`src/rtl/traffic_light_controller.sv`:
```
`default_nettype none
// +----------------------------------------------------------------------+
// | traffic_light_controller: highway/farm-road sequencer with demand     |
// | sensing, maintenance flashing and a sticky timer watchdog.            |
// | Revision 1.0                                                          |
// +----------------------------------------------------------------------+
module traffic_light_controller #(
  parameter int WDOG_CYCLES = 300,
  parameter int WDOG_W      = 16
) (
  input  logic       clk,
  input  logic       rst,
  input  logic       car_sensor,
  input  logic       maint,
  input  logic       timer_done,
  output logic       start_long,
  output logic       start_short,
  output logic [2:0] hwy_light,
  output logic [2:0] farm_light,
  output logic       fault,
  output logic [2:0] state_dbg
);

  typedef enum logic [2:0] {
    S_HG    = 3'd0,
    S_HY    = 3'd1,
    S_FG    = 3'd2,
    S_FY    = 3'd3,
    S_MAINT = 3'd4,
    S_FAULT = 3'd5
  } state_t;

  localparam logic [WDOG_W-1:0] c_wdog_limit = WDOG_W'(WDOG_CYCLES - 1);

  state_t            r_state;
  logic              r_busy;
  logic              r_started;
  logic              r_served;
  logic              r_blink;
  logic              r_fault;
  logic [WDOG_W-1:0] r_wdog;
  logic              r_start_long;
  logic              r_start_short;
  logic [2:0]        r_hwy;
  logic [2:0]        r_farm;

  state_t     w_state_nx;
  logic       w_blink_nx;
  logic       w_own_done;
  logic       w_busy_eff;
  logic       w_timeout;
  logic       w_chg;
  logic       w_go;
  logic       w_long;
  logic [2:0] w_hwy_nx;
  logic [2:0] w_farm_nx;

  function automatic logic f_timed(state_t s);
    return s inside {S_HG, S_HY, S_FG, S_FY, S_MAINT};
  endfunction

  always_comb begin
    w_state_nx = r_state;
    w_blink_nx = r_blink;
    w_hwy_nx   = 3'b100;
    w_farm_nx  = 3'b100;
    // r_started separates the current state's own timer from one still
    // running on behalf of the state we just left.
    w_own_done = timer_done & r_busy & r_started;
    w_busy_eff = r_busy & ~timer_done;
    w_timeout  = r_busy & (r_wdog == c_wdog_limit);

    if (r_fault) begin
      w_state_nx = S_FAULT;
    end else if (maint && (r_state != S_MAINT) && (r_state != S_FAULT)) begin
      w_state_nx = S_MAINT;
    end else begin
      case (r_state)
        S_HG:    if (r_served && car_sensor) w_state_nx = S_HY;
        S_HY:    if (w_own_done) w_state_nx = S_FG;
        S_FG:    if (w_own_done) w_state_nx = S_FY;
        S_FY:    if (w_own_done) w_state_nx = S_HG;
        S_MAINT: begin
          if (w_own_done) begin
            w_blink_nx = ~r_blink;
            if (!maint) w_state_nx = S_HY;
          end
        end
        default: w_state_nx = S_FAULT;
      endcase
    end

    w_chg = (w_state_nx != r_state);
    if (w_chg)
      w_go = f_timed(w_state_nx) & ~w_busy_eff;
    else if ((r_state == S_MAINT) && w_own_done)
      w_go = 1'b1;
    else
      w_go = f_timed(r_state) & ~r_started & ~r_busy;
    w_long = (w_state_nx == S_HG) || (w_state_nx == S_FG);

    case (w_state_nx)
      S_HG:    begin w_hwy_nx = 3'b001; w_farm_nx = 3'b100; end
      S_HY:    begin w_hwy_nx = 3'b010; w_farm_nx = 3'b100; end
      S_FG:    begin w_hwy_nx = 3'b100; w_farm_nx = 3'b001; end
      S_FY:    begin w_hwy_nx = 3'b100; w_farm_nx = 3'b010; end
      S_MAINT: begin
        w_hwy_nx  = w_blink_nx ? 3'b010 : 3'b000;
        w_farm_nx = w_blink_nx ? 3'b010 : 3'b000;
      end
      default: begin w_hwy_nx = 3'b100; w_farm_nx = 3'b100; end
    endcase
  end

  always_ff @(posedge clk or negedge rst) begin
    if (!rst) begin
      r_state       <= S_HG;
      r_busy        <= 1'b0;
      r_started     <= 1'b0;
      r_served      <= 1'b0;
      r_blink       <= 1'b0;
      r_fault       <= 1'b0;
      r_wdog        <= '0;
      r_start_long  <= 1'b0;
      r_start_short <= 1'b0;
      r_hwy         <= 3'b001;
      r_farm        <= 3'b100;
    end else begin
      r_state       <= w_state_nx;
      r_blink       <= w_blink_nx;
      r_start_long  <= w_go & w_long;
      r_start_short <= w_go & ~w_long;
      r_started     <= w_chg ? w_go : (r_started | w_go);
      r_busy        <= w_go ? 1'b1 : (timer_done ? 1'b0 : r_busy);
      r_served      <= w_chg ? 1'b0 : (r_served | w_own_done);
      r_wdog        <= w_go ? '0 : (r_busy ? r_wdog + WDOG_W'(1) : r_wdog);
      r_fault       <= r_fault | w_timeout;
      r_hwy         <= w_hwy_nx;
      r_farm        <= w_farm_nx;
    end
  end

  assign start_long  = r_start_long;
  assign start_short = r_start_short;
  assign hwy_light   = r_hwy;
  assign farm_light  = r_farm;
  assign fault       = r_fault;
  assign state_dbg   = r_state;

endmodule
`default_nettype wire
```
`config.mk`:
```
export PLATFORM = sky130hd
export DESIGN_NAME = traffic_light_controller
export DESIGN_NICKNAME = d
export VERILOG_FILES = /design/src/rtl/traffic_light_controller.sv
export SDC_FILE = /design/constraint.sdc
export NUM_CORES = 1
export LEC_CHECK = 0
export CAP_MARGIN = 20
export CORE_UTILIZATION = 44
export CTS_CLUSTER_DIAMETER = 80
export DETAILED_ROUTE_END_ITERATION = 10
export PLACE_DENSITY = 0.72
export SYNTH_ARGS = -nofsm -noshare
export SYNTH_HDL_FRONTEND = slang
export SYNTH_SLANG_ARGS = --single-unit
```
`constraint.sdc`:
```
create_clock -name clk -period 2.6 [get_ports clk]
set_clock_uncertainty 0.2 [all_clocks]
set_input_delay 0.65 -clock clk [delete_from_list [all_inputs] [get_ports clk]]
set_output_delay 0.65 -clock clk [all_outputs]
set_load 0.02 [all_outputs]
```
==> impl_metrics.tcl, run 1 <==
set metrics [dict create \
    wirelength_met1_mm 1.60 \
    clkSinkCount 32 \
    antenna_found_initial 0 \
    grt-ovfl-total 0 \
    final_core_utilization_pct 57.8 \
    wl_met2_mm 1.82 \
    fin_area_sq_um 2130 \
    drtPass1Iterations 4 \
    rrSetupSlack_ns 0.32 \
    syn_inst 157 \
    slew_viol_final 0 \
    yosysUniqueCellTypes 49 \
    yosysWarnings 0 \
    drtIter0Drc 114 \
    ys_seq_elements 32 \
    clock_latency_ns 0.28 \
    status "completed" \
    wire_per_inst_um 15.2 \
    syn_nets 163 \
    clkTransAtPathRegs_ns 0.07 \
    coreArea_sq_um 3690 \
    end_kind "register" \
    power.total_w 0.00125 \
    relSlewSlack_pct 69.6 \
    grt_pass1_wl_mm 5.71 \
    hold_viol_final 0 \
    cap_violations 0 \
    ys.flop_type "dfrtp_1" \
    fp.dieH_um 64.4 \
    routed_via_density 5.49 \
    route.met3.wl_um 136 \
    clock_path_buffers 2 \
    cts_root_buf "clkbuf_8" \
    diodes 0 \
    synth_area_sq_um 1710 \
    track_usage_pct 18.6 \
    ant_nets 0 \
    highest-signal-layer "met4" \
    htree_num_levels 2 \
    start_util_pct 46.5 \
    worstPathArrival_ns 2.55 \
    setup_viol 0 \
    place_area_sq_um 2020 \
    remaining_drc_errors 0 \
    grt_pass1_vias 1265 \
    p_per_area_nw_per_um2 588 \
    vias 1317 \
    fin_crit_ns 2.59 \
    ir_drop_mv 0.353 \
    cts_tree "built" \
    clock.fmax_mhz 386 \
    dp_hpwl_mm 2.48 \
    grt_max_degree 33 \
    finalCritPeriodShare_pct 99.5 \
    finalWirelength_mm 3.65 \
    worstPathRequired_ns 2.56 \
    min_path_type "register to register" \
    avgSynthCellArea_sq_um 10.9 \
    p_leak_nw 0.937 \
    setup.worst_path.start_class "input port" \
    pin_count 17 \
    worstSetupPathType "input port to register" \
    gp_congestion 0.857 \
    worstMarginPinSlew_ns 0.453 \
    synth_edf_count 0 \
    fill_cells 319 \
    die_x_um 64.4 \
    port_buffers 16 \
    cts_setup_buffers 0 \
    cts_buffers 5 \
    setup_tns_ns 0 \
    final_nets 197 \
    drive_gt1_share_pct 24.5 \
    rows 22 \
    area_growth_pct 24.4 \
    dieArea_sq_um 4150 \
    cp_max_fo 9 \
    ys_seq_area_share_pct 46.9 \
    synthArstFlopShare_pct 100 \
]
## cell usage after synthesis (all sizes together), types with 3 or more instances
library cell | n | share of area, %
or3 | 3 | 1.1
o21ai | 4 | 1.2
o21a | 3 | 1.3
xor2 | 10 | 5.1
and3 | 4 | 1.8
inv | 5 | 1.1
a21oi | 4 | 1.4
and4 | 4 | 2.0
xnor2 | 7 | 3.6
buf | 5 | 2.9
nand3 | 5 | 1.5
nand2 | 7 | 1.5
dfrtp | 30 | 44
nor2 | 9 | 2.0
nor3 | 21 | 9.1
nand4 | 6 | 2.2
## critical path, cell delays in order
cell and delay [ns]:
clkdlybuf4s50_1 0.48, nor2_1 0.28, a21boi_2 0.13, or4_4 0.55, mux2i_4 0.22, buf_6 0.18
nor3_1 0.06
## power by group
part / switching (W) / internal [W] / leakage [nW]
sequential: 0.0000926 / 0.000584 / 0.408
combinational: 0.0000925 / 0.0000990 / 0.479
clock: 0.000175 / 0.000211 / 0.0510
total: 0.000360 / 0.000894 / 0.937
## sequential cells by signal, indices dropped and copies added (netlist names)
signal / cells
farm_light: 3
fault: 1
hwy_light: 3
r_blink: 1
r_busy: 1
r_served: 1
r_started: 1
r_wdog: 16
start_long: 1
start_short: 1
state_dbg: 3
## through the flow
| step | hold slack [ns] | worst slack [ns] | instances |
|---|---|---|---|
| global placement | 0.279 | -0.222 | 232 |
| finish | 0.288 | 0.0119 | 240 |
| CTS | 0.287 | 0.0120 | 240 |
| detailed placement | 0.277 | -0.270 | 232 |
| global route | 0.315 | -0.0960 | 240 |
| floorplan | 0.154 | 0.295 | 157 |
## cells in the final DEF, fill, tap and decap left out, types with 3 or more instances in the layout
cell type / count
nor3_1: 11
inv_1: 4
nand3_1: 5
buf_4: 13
o21a_1: 3
a21oi_1: 3
dfrtp_1: 30
and4_1: 4
o21ai_0: 3
clkdlybuf4s50_1: 15
nand4_1: 6
and3_1: 3
nor2_1: 9
nor3_2: 10
clkbuf_8: 6
xor2_1: 10
xnor2_1: 7
nand2_1: 7
## cell type report
| class | instances | area (sq um) | share of cell area [%] |
|---|---|---|---|
| repair buffers | 32 | 303 | 14.2 |
| clock buffers | 6 | 82.6 | 3.87 |
| flip-flops and latches | 32 | 803 | 37.7 |
| multi-input cells | 115 | 855 | 40.1 |
| clock inverters | 2 | 10.0 | 0.469 |
| inverters | 5 | 18.8 | 0.880 |
| well taps | 48 | 60.1 | 2.82 |
## cell families after synthesis
logic type,synth area share [%]
DFF,46.9
and+or+nand+nor,26.9
adders and majority gates,0.730
muxes,1.90
AOI/OAI and AO/OA,10.9
buffers and inverters,4.01
xor gates and xnor gates,8.69
## routing by layer
metal / global-route usage, % / vias to the layer above
met5: 0 / -
met4: 10.0 / 0
met3: 4.93 / 9
met2: 30.1 / 26
met1: 22.4 / 642
li1: - / 640
## path summary, 6_finish.rpt
check | start | endpoint | cells past startpoint
max in group asynchronous | rst | hwy_light[0]$_DFF_PN1_ | 2
min in group asynchronous | rst | hwy_light[2]$_DFF_PN0_ | 2
min | r_blink$_DFF_PN0_ | r_blink$_DFF_PN0_ | 1
max | maint | r_wdog[5]$_DFFE_PN0P_ | 7
max reg2reg | state_dbg[0]$_DFF_PN0_ | r_wdog[5]$_DFFE_PN0P_ | 6
min reg2reg | r_blink$_DFF_PN0_ | r_blink$_DFF_PN0_ | 1
## what timing repair did
item / 4_1_cts / 5_1_grt
resized for setup: 0 / 5
setup endpoints to repair: 0 / 20
hold buffers: 0 / 0
No activity file was read; power rests on OpenSTA's default activity.
==> run 2, diff against run 1 <==
--- a/config.mk
+++ b/config.mk
@@ -5,7 +5,6 @@
 export SDC_FILE = /design/constraint.sdc
 export NUM_CORES = 1
 export LEC_CHECK = 0
-export CAP_MARGIN = 20
 export CORE_UTILIZATION = 44
 export CTS_CLUSTER_DIAMETER = 80
 export DETAILED_ROUTE_END_ITERATION = 10
==> results of run 2 <==
Same layout as run 1: the final DEF is identical, and so are final timing and power.
